--- src/rtl/mem_bus_arbiter.sv ---
// 2:1 req/gnt arbiter sharing one memory port between instruction fetch and load/store.
// Define MEM_BUS_ARBITER_FAIR_EN to add the dmem grant-streak limiter (anti-starvation).
module mem_bus_arbiter #(
  parameter int MEM_ADDR_W = 64,
  parameter int MEM_STRB_W = 8,
  parameter int MEM_DATA_W = 64,
  parameter int MAX_DGNT   = 4
) (
  input  logic                  g_clk,
  input  logic                  g_reset,
  input  logic                  imem_req,
  input  logic [MEM_ADDR_W-1:0] imem_addr,
  input  logic                  imem_wen,
  input  logic [MEM_STRB_W-1:0] imem_strb,
  input  logic [MEM_DATA_W-1:0] imem_wdata,
  output logic                  imem_gnt,
  output logic                  imem_err,
  output logic [MEM_DATA_W-1:0] imem_rdata,
  input  logic                  dmem_req,
  input  logic [MEM_ADDR_W-1:0] dmem_addr,
  input  logic                  dmem_wen,
  input  logic [MEM_STRB_W-1:0] dmem_strb,
  input  logic [MEM_DATA_W-1:0] dmem_wdata,
  output logic                  dmem_gnt,
  output logic                  dmem_err,
  output logic [MEM_DATA_W-1:0] dmem_rdata,
  output logic                  mem_req,
  output logic [MEM_ADDR_W-1:0] mem_addr,
  output logic                  mem_wen,
  output logic [MEM_STRB_W-1:0] mem_strb,
  output logic [MEM_DATA_W-1:0] mem_wdata,
  input  logic                  mem_gnt,
  input  logic                  mem_err,
  input  logic [MEM_DATA_W-1:0] mem_rdata
);

  localparam logic [1:0] IDLE   = 2'd0;
  localparam logic [1:0] HOLD_I = 2'd1;
  localparam logic [1:0] HOLD_D = 2'd2;

  logic [1:0] state_q, state_d;
  logic [1:0] rsp_own_q, rsp_own_d;
  logic       sel_i, sel_d;
  logic       favor_i;

`ifdef MEM_BUS_ARBITER_FAIR_EN
  localparam logic [3:0] MaxDgnt = 4'(MAX_DGNT);
  logic [3:0] dstreak_q, dstreak_d;

  assign favor_i = imem_req && (dstreak_q >= MaxDgnt);

  always_comb begin
    dstreak_d = dstreak_q;
    if (imem_gnt || !imem_req) begin
      dstreak_d = 4'd0;
    end else if (dmem_gnt && (dstreak_q != 4'hF)) begin
      dstreak_d = dstreak_q + 4'd1;
    end
  end

  always_ff @(posedge g_clk or posedge g_reset) begin
    if (g_reset) begin
      dstreak_q <= 4'd0;
    end else begin
      dstreak_q <= dstreak_d;
    end
  end
`else
  logic unused_max_dgnt;
  assign favor_i         = 1'b0;
  assign unused_max_dgnt = (MAX_DGNT != 0);
`endif

  // A held request stays locked to its owner; a dropped one simply selects nobody.
  always_comb begin
    sel_i = 1'b0;
    sel_d = 1'b0;
    case (state_q)
      HOLD_I:  sel_i = imem_req;
      HOLD_D:  sel_d = dmem_req;
      default: begin
        sel_d = dmem_req && !favor_i;
        sel_i = imem_req && !sel_d;
      end
    endcase
  end

  always_comb begin
    state_d = state_q;
    case (state_q)
      IDLE: begin
        if (sel_d && !mem_gnt) begin
          state_d = HOLD_D;
        end else if (sel_i && !mem_gnt) begin
          state_d = HOLD_I;
        end
      end
      HOLD_I:  if (mem_gnt || !imem_req) state_d = IDLE;
      HOLD_D:  if (mem_gnt || !dmem_req) state_d = IDLE;
      default: state_d = IDLE;
    endcase
  end

  assign mem_req   = sel_i || sel_d;
  assign mem_addr  = sel_d ? dmem_addr  : (sel_i ? imem_addr  : '0);
  assign mem_wen   = sel_d ? dmem_wen   : (sel_i ? imem_wen   : 1'b0);
  assign mem_strb  = sel_d ? dmem_strb  : (sel_i ? imem_strb  : '0);
  assign mem_wdata = sel_d ? dmem_wdata : (sel_i ? imem_wdata : '0);

  assign imem_gnt  = mem_gnt && sel_i;
  assign dmem_gnt  = mem_gnt && sel_d;

  // Bit 1 marks an imem response due next cycle, bit 0 a dmem response.
  assign rsp_own_d = {sel_i && mem_req && mem_gnt, sel_d && mem_req && mem_gnt};

  always_ff @(posedge g_clk or posedge g_reset) begin
    if (g_reset) begin
      state_q   <= IDLE;
      rsp_own_q <= 2'b00;
    end else begin
      state_q   <= state_d;
      rsp_own_q <= rsp_own_d;
    end
  end

  assign imem_err   = mem_err && rsp_own_q[1];
  assign dmem_err   = mem_err && rsp_own_q[0];
  assign imem_rdata = mem_rdata;
  assign dmem_rdata = mem_rdata;

endmodule

--- config.mk ---
export PLATFORM = sky130hd
export DESIGN_NAME = mem_bus_arbiter
export DESIGN_NICKNAME = d
export VERILOG_FILES = /design/src/rtl/mem_bus_arbiter.sv
export SDC_FILE = /design/constraint.sdc
export NUM_CORES = 1
export LEC_CHECK = 0
export CORE_AREA = 2 2 242 244
export CTS_BUF_LIST = sky130_fd_sc_hd__clkbuf_4 sky130_fd_sc_hd__clkbuf_8
export CTS_CLUSTER_DIAMETER = 40
export DETAILED_ROUTE_END_ITERATION = 8
export DIE_AREA = 0 0 244 246
export SYNTH_ARGS = -nofsm -noshare
export SYNTH_HDL_FRONTEND = slang
export SYNTH_SLANG_ARGS = --single-unit
--- constraint.sdc ---
create_clock -name g_clk -period 2.46 [get_ports g_clk]
set_clock_uncertainty 0.1 [all_clocks]
set_input_delay 0.492 -clock g_clk [delete_from_list [all_inputs] [get_ports g_clk]]
set_output_delay 0.492 -clock g_clk [all_outputs]
set_load 0.02 [all_outputs]
==> impl_metrics.env, run 1 <==
export IMPL_dp_hpwl_um=18350
export IMPL_start_kind="flip-flop"
export IMPL_die_y_um=246
export IMPL_power_frac_clock_pct=1.9
export IMPL_remaining_drc_errors=0
export IMPL_p_seq_share_pct=1.3
export IMPL_avgSynthCellArea_um2=7.971
export IMPL_yosysTopAreaCellShare_pct=46.09
export IMPL_reg2reg_slack_ps=390
export IMPL_worstPathRequired_ps=1870
export IMPL_gp_congestion=0.8480
export IMPL_syn_to_final_growth_pct=221.7
export IMPL_final_nets=1044
export IMPL_wl_per_cell_um=17.59
export IMPL_syn_area_mm2=0.002623
export IMPL_syn_nets=676
export IMPL_rsz0062_at_grt="true"
export IMPL_start_util_pct=4.572
export IMPL_drv_slew=0
export IMPL_critPathKind="flip-flop to output pin"
export IMPL_drt_iter0_drc=146
export IMPL_clk_pin_slew_ps=30
export IMPL_cts_tree="built"
export IMPL_slew_headroom_pct=79.49
export IMPL_cts_hold_buffers=0
export IMPL_cpMostUsedCell="buf_12"
export IMPL_synthCells=329
export IMPL_ios=614
export IMPL_synth_area_leaders="a22o_1, buf_4, buf_2, dfrtp_1, ha_1"
export IMPL_cp_arrival_ps=2160
export IMPL_cts_path_max_buffers=2
export IMPL_antenna_left=0
export IMPL_die_x_um=244
export IMPL_dp_cells=1400
export IMPL_max_freq_mhz=363.1
export IMPL_ys_warn_count=0
export IMPL_dr_total_vias=4221
export IMPL_drv_cap=0
export IMPL_antenna_found_initial=7
export IMPL_firstDrtPassIters=4
export IMPL_clk_latency_ps=220
export IMPL_core_area_mm2=0.05737
export IMPL_p_leak_uw=0.003387
export IMPL_finalSetupViolations=137
export IMPL_yosys_area_top_type="a22o_1"
export IMPL_hp_class="input port to asynchronous set/reset pin"
export IMPL_p_sw_share_pct=43.95
export IMPL_p_int_uw=4455
export IMPL_cts_root_buf="clkbuf_8"
export IMPL_cts_buffers=3
export IMPL_grt_pass1_wl_um=33040
export IMPL_violations="negative setup slack"
export IMPL_grt_util_all_layers_pct=7.862
export IMPL_cp_slowest_cell="dfrtp_1"
export IMPL_cp_slowest_stage_delay_ps=390
export IMPL_p_comb_share_pct=96.9
export IMPL_switchingPower_uw=3493
export IMPL_grt_max_degree=28
export IMPL_grt_overflow=0
export IMPL_design_die_area_mm2=0.06002
export IMPL_path_cells="inv_2 > ha_4 > nor2b_4 > nor3b_4 > buf_6 > buf_12 > buf_12 > buf_12 > a22o_1 > buf_6"
export IMPL_status="complete, but fails checks"
export IMPL_timing_final_crit_share_pct=112.0
export IMPL_ys_seq_area_share_pct=3.817
export IMPL_fill_cells=6438
export IMPL_path_max_fanout=10
export IMPL_rows=88
export IMPL_period_minus_slack_ps=2754
export IMPL_wl_um=25740
export IMPL_layout_drive_gt1_share_pct=37.41
export IMPL_synth_cell_type_count=21
export IMPL_hold_viol_final=0
export IMPL_worst_slew_pin_transition_ps=303.4
export IMPL_vias_per_cell=2.885
export IMPL_irDropWorstVdd_mv=0.5427
export IMPL_synth_seq_cells=4
export IMPL_htreeDepth=1
export IMPL_numPortBuffers=421
export IMPL_total_power_uw=7948
export IMPL_cp_end_kind="output pin"
export IMPL_clock_sinks=4
export IMPL_final_core_util_pct=14.71
export IMPL_grt_pass1_vias=4468
export IMPL_p_per_area_mw_per_mm2=942.0
export IMPL_setup_ws_ps=-294.0
export IMPL_final_cells=1463
## worst paths after layout
| check | endpoint | depth (start not counted) | start |
|---|---|---|---|
| min | rsp_own_q[0] | 2 | g_reset |
| max | mem_addr[18] | 10 | state_q[1] |
| max reg2reg | state_q[1] | 12 | state_q[1] |
| min reg2reg | state_q[0] | 3 | state_q[0] |
| min in group g_clk | state_q[0] | 3 | state_q[0] |
| max in group asynchronous | rsp_own_q[1] | 2 | g_reset |
## power groups by stage
stage	clock (uW)	sequential (uW)	combinational [uW]
after floorplan	0	102	2790
after global placement	0	99.3	5610
after detailed placement	0	97.5	5650
after CTS	152	101	7660
after global routing	156	104	8130
final	147	102	7700
## logic make-up after synthesis
kind of cell / count (synthesis) / synth area share (%)
AOI/OAI and AO/OA: 142 / 47.23
and+or+nand+nor: 18 / 4.389
adders and majority gates: 3 / 1.431
buffers and inverters: 162 / 43.13
DFF: 4 / 3.817
## cells in the final DEF (no fill, tap or decap)
| cell type | netlist | layout |
|---|---|---|
| a22o_1 | 138 | 130 |
| a22o_4 | 0 | 8 |
| a2bb2oi_1 | 1 | 1 |
| a32oi_1 | 1 | 1 |
| and2_1 | 2 | 2 |
| buf_12 | 0 | 34 |
| buf_16 | 0 | 12 |
| buf_2 | 25 | 8 |
| buf_4 | 131 | 52 |
| buf_6 | 0 | 124 |
| buf_8 | 0 | 5 |
| clkbuf_16 | 0 | 2 |
| clkbuf_2 | 0 | 2 |
| clkbuf_8 | 0 | 3 |
| clkdlybuf4s15_2 | 0 | 1 |
| clkdlybuf4s50_1 | 0 | 280 |
| dfrtp_1 | 4 | 4 |
| diode_2 | 0 | 3 |
| dlygate4sd2_1 | 0 | 1 |
| ha_1 | 3 | 1 |
| ha_4 | 0 | 2 |
| inv_1 | 4 | 2 |
| inv_2 | 0 | 2 |
| nand2_1 | 1 | 1 |
| nand2b_1 | 2 | 2 |
| nand3_1 | 3 | 3 |
| nor2_1 | 1 | 1 |
| nor2b_1 | 4 | 1 |
| nor2b_4 | 0 | 3 |
| nor3_2 | 0 | 1 |
| nor3b_1 | 1 | 1 |
| nor3b_4 | 0 | 1 |
| nor4b_1 | 2 | 2 |
| o211ai_1 | 1 | 1 |
| o21ai_0 | 1 | 1 |
## flip-flops by register name, indices dropped and copies added, names as in the netlist
| signal | flops |
|---|---|
| rsp_own_q | 2 |
| state_q | 2 |
## metrics by stage
step | setup TNS [ps] | worst slack, ps | cell area (um2) | hold slack (ps)
after floorplan | 0 | 151.4 | 2623 | 158.1
after global placement | -81350 | -654.8 | 7222 | 530.6
after detailed placement | -79520 | -648.2 | 7222 | 519.6
after CTS | -29600 | -329.2 | 8302 | 356.7
after global routing | -38930 | -371.4 | 8434 | 369.3
final | -28530 | -294.0 | 8437 | 354.8
## cell type report
type                       count  area [um2]  area share [%]
sequential                     4       100.1           1.186
inverter                       4       15.01          0.1780
timing repair buffer         521        5796           68.69
antenna                        3       7.507         0.08898
multi-input combinational    163        1520           18.02
tap                          765       957.2           11.35
clock buffer                   3       41.29          0.4894
## per-layer routing
layer	part of all wire [%]	wire length [um]	GRT usage, %
met5	0.11	28	0
met4	4.5	1164	3.390
met3	14	3563	4.194
met2	45	11550	12.65
met1	37	9430	8.579
## cell usage after synthesis
master / count
a22o_1: 138
buf_4: 131
buf_2: 25
dfrtp_1: 4
inv_1: 4
nor2b_1: 4
ha_1: 3
nand3_1: 3
and2_1: 2
clkbuf_1: 2
nand2b_1: 2
nor4b_1: 2
a2bb2oi_1: 1
a32oi_1: 1
nand2_1: 1
nor2_1: 1
nor3_1: 1
nor3b_1: 1
nor3b_2: 1
o211ai_1: 1
o21ai_0: 1
## worst max-delay path: cells and delay by family, from the launching register on
family	cells	cell delay, ps
buffers and inverters	6	770
flip-flops	1	390
AND/OR/NAND/NOR	2	350
adder cells (fa/ha/maj)	1	220
AO/OA/AOI/OAI	1	160
## repair_timing
action	4_1_cts	5_1_grt
pin swaps	31	20
setup buffers	36	8
endpoints found under the setup margin	140	140
gates resized for setup	732	75
gates cloned	18	2
(Power assumes the default switching activity.)
==> run 2: changes to the inputs <==
--- a/config.mk
+++ b/config.mk
@@ -7,7 +7,6 @@
 export LEC_CHECK = 0
 export CORE_AREA = 2 2 242 244
 export CTS_BUF_LIST = sky130_fd_sc_hd__clkbuf_4 sky130_fd_sc_hd__clkbuf_8
-export CTS_CLUSTER_DIAMETER = 40
 export DETAILED_ROUTE_END_ITERATION = 8
 export DIE_AREA = 0 0 244 246
 export SYNTH_ARGS = -nofsm -noshare
==> results of run 2 <==
Final layout, timing and power as in run 1 (identical DEF).
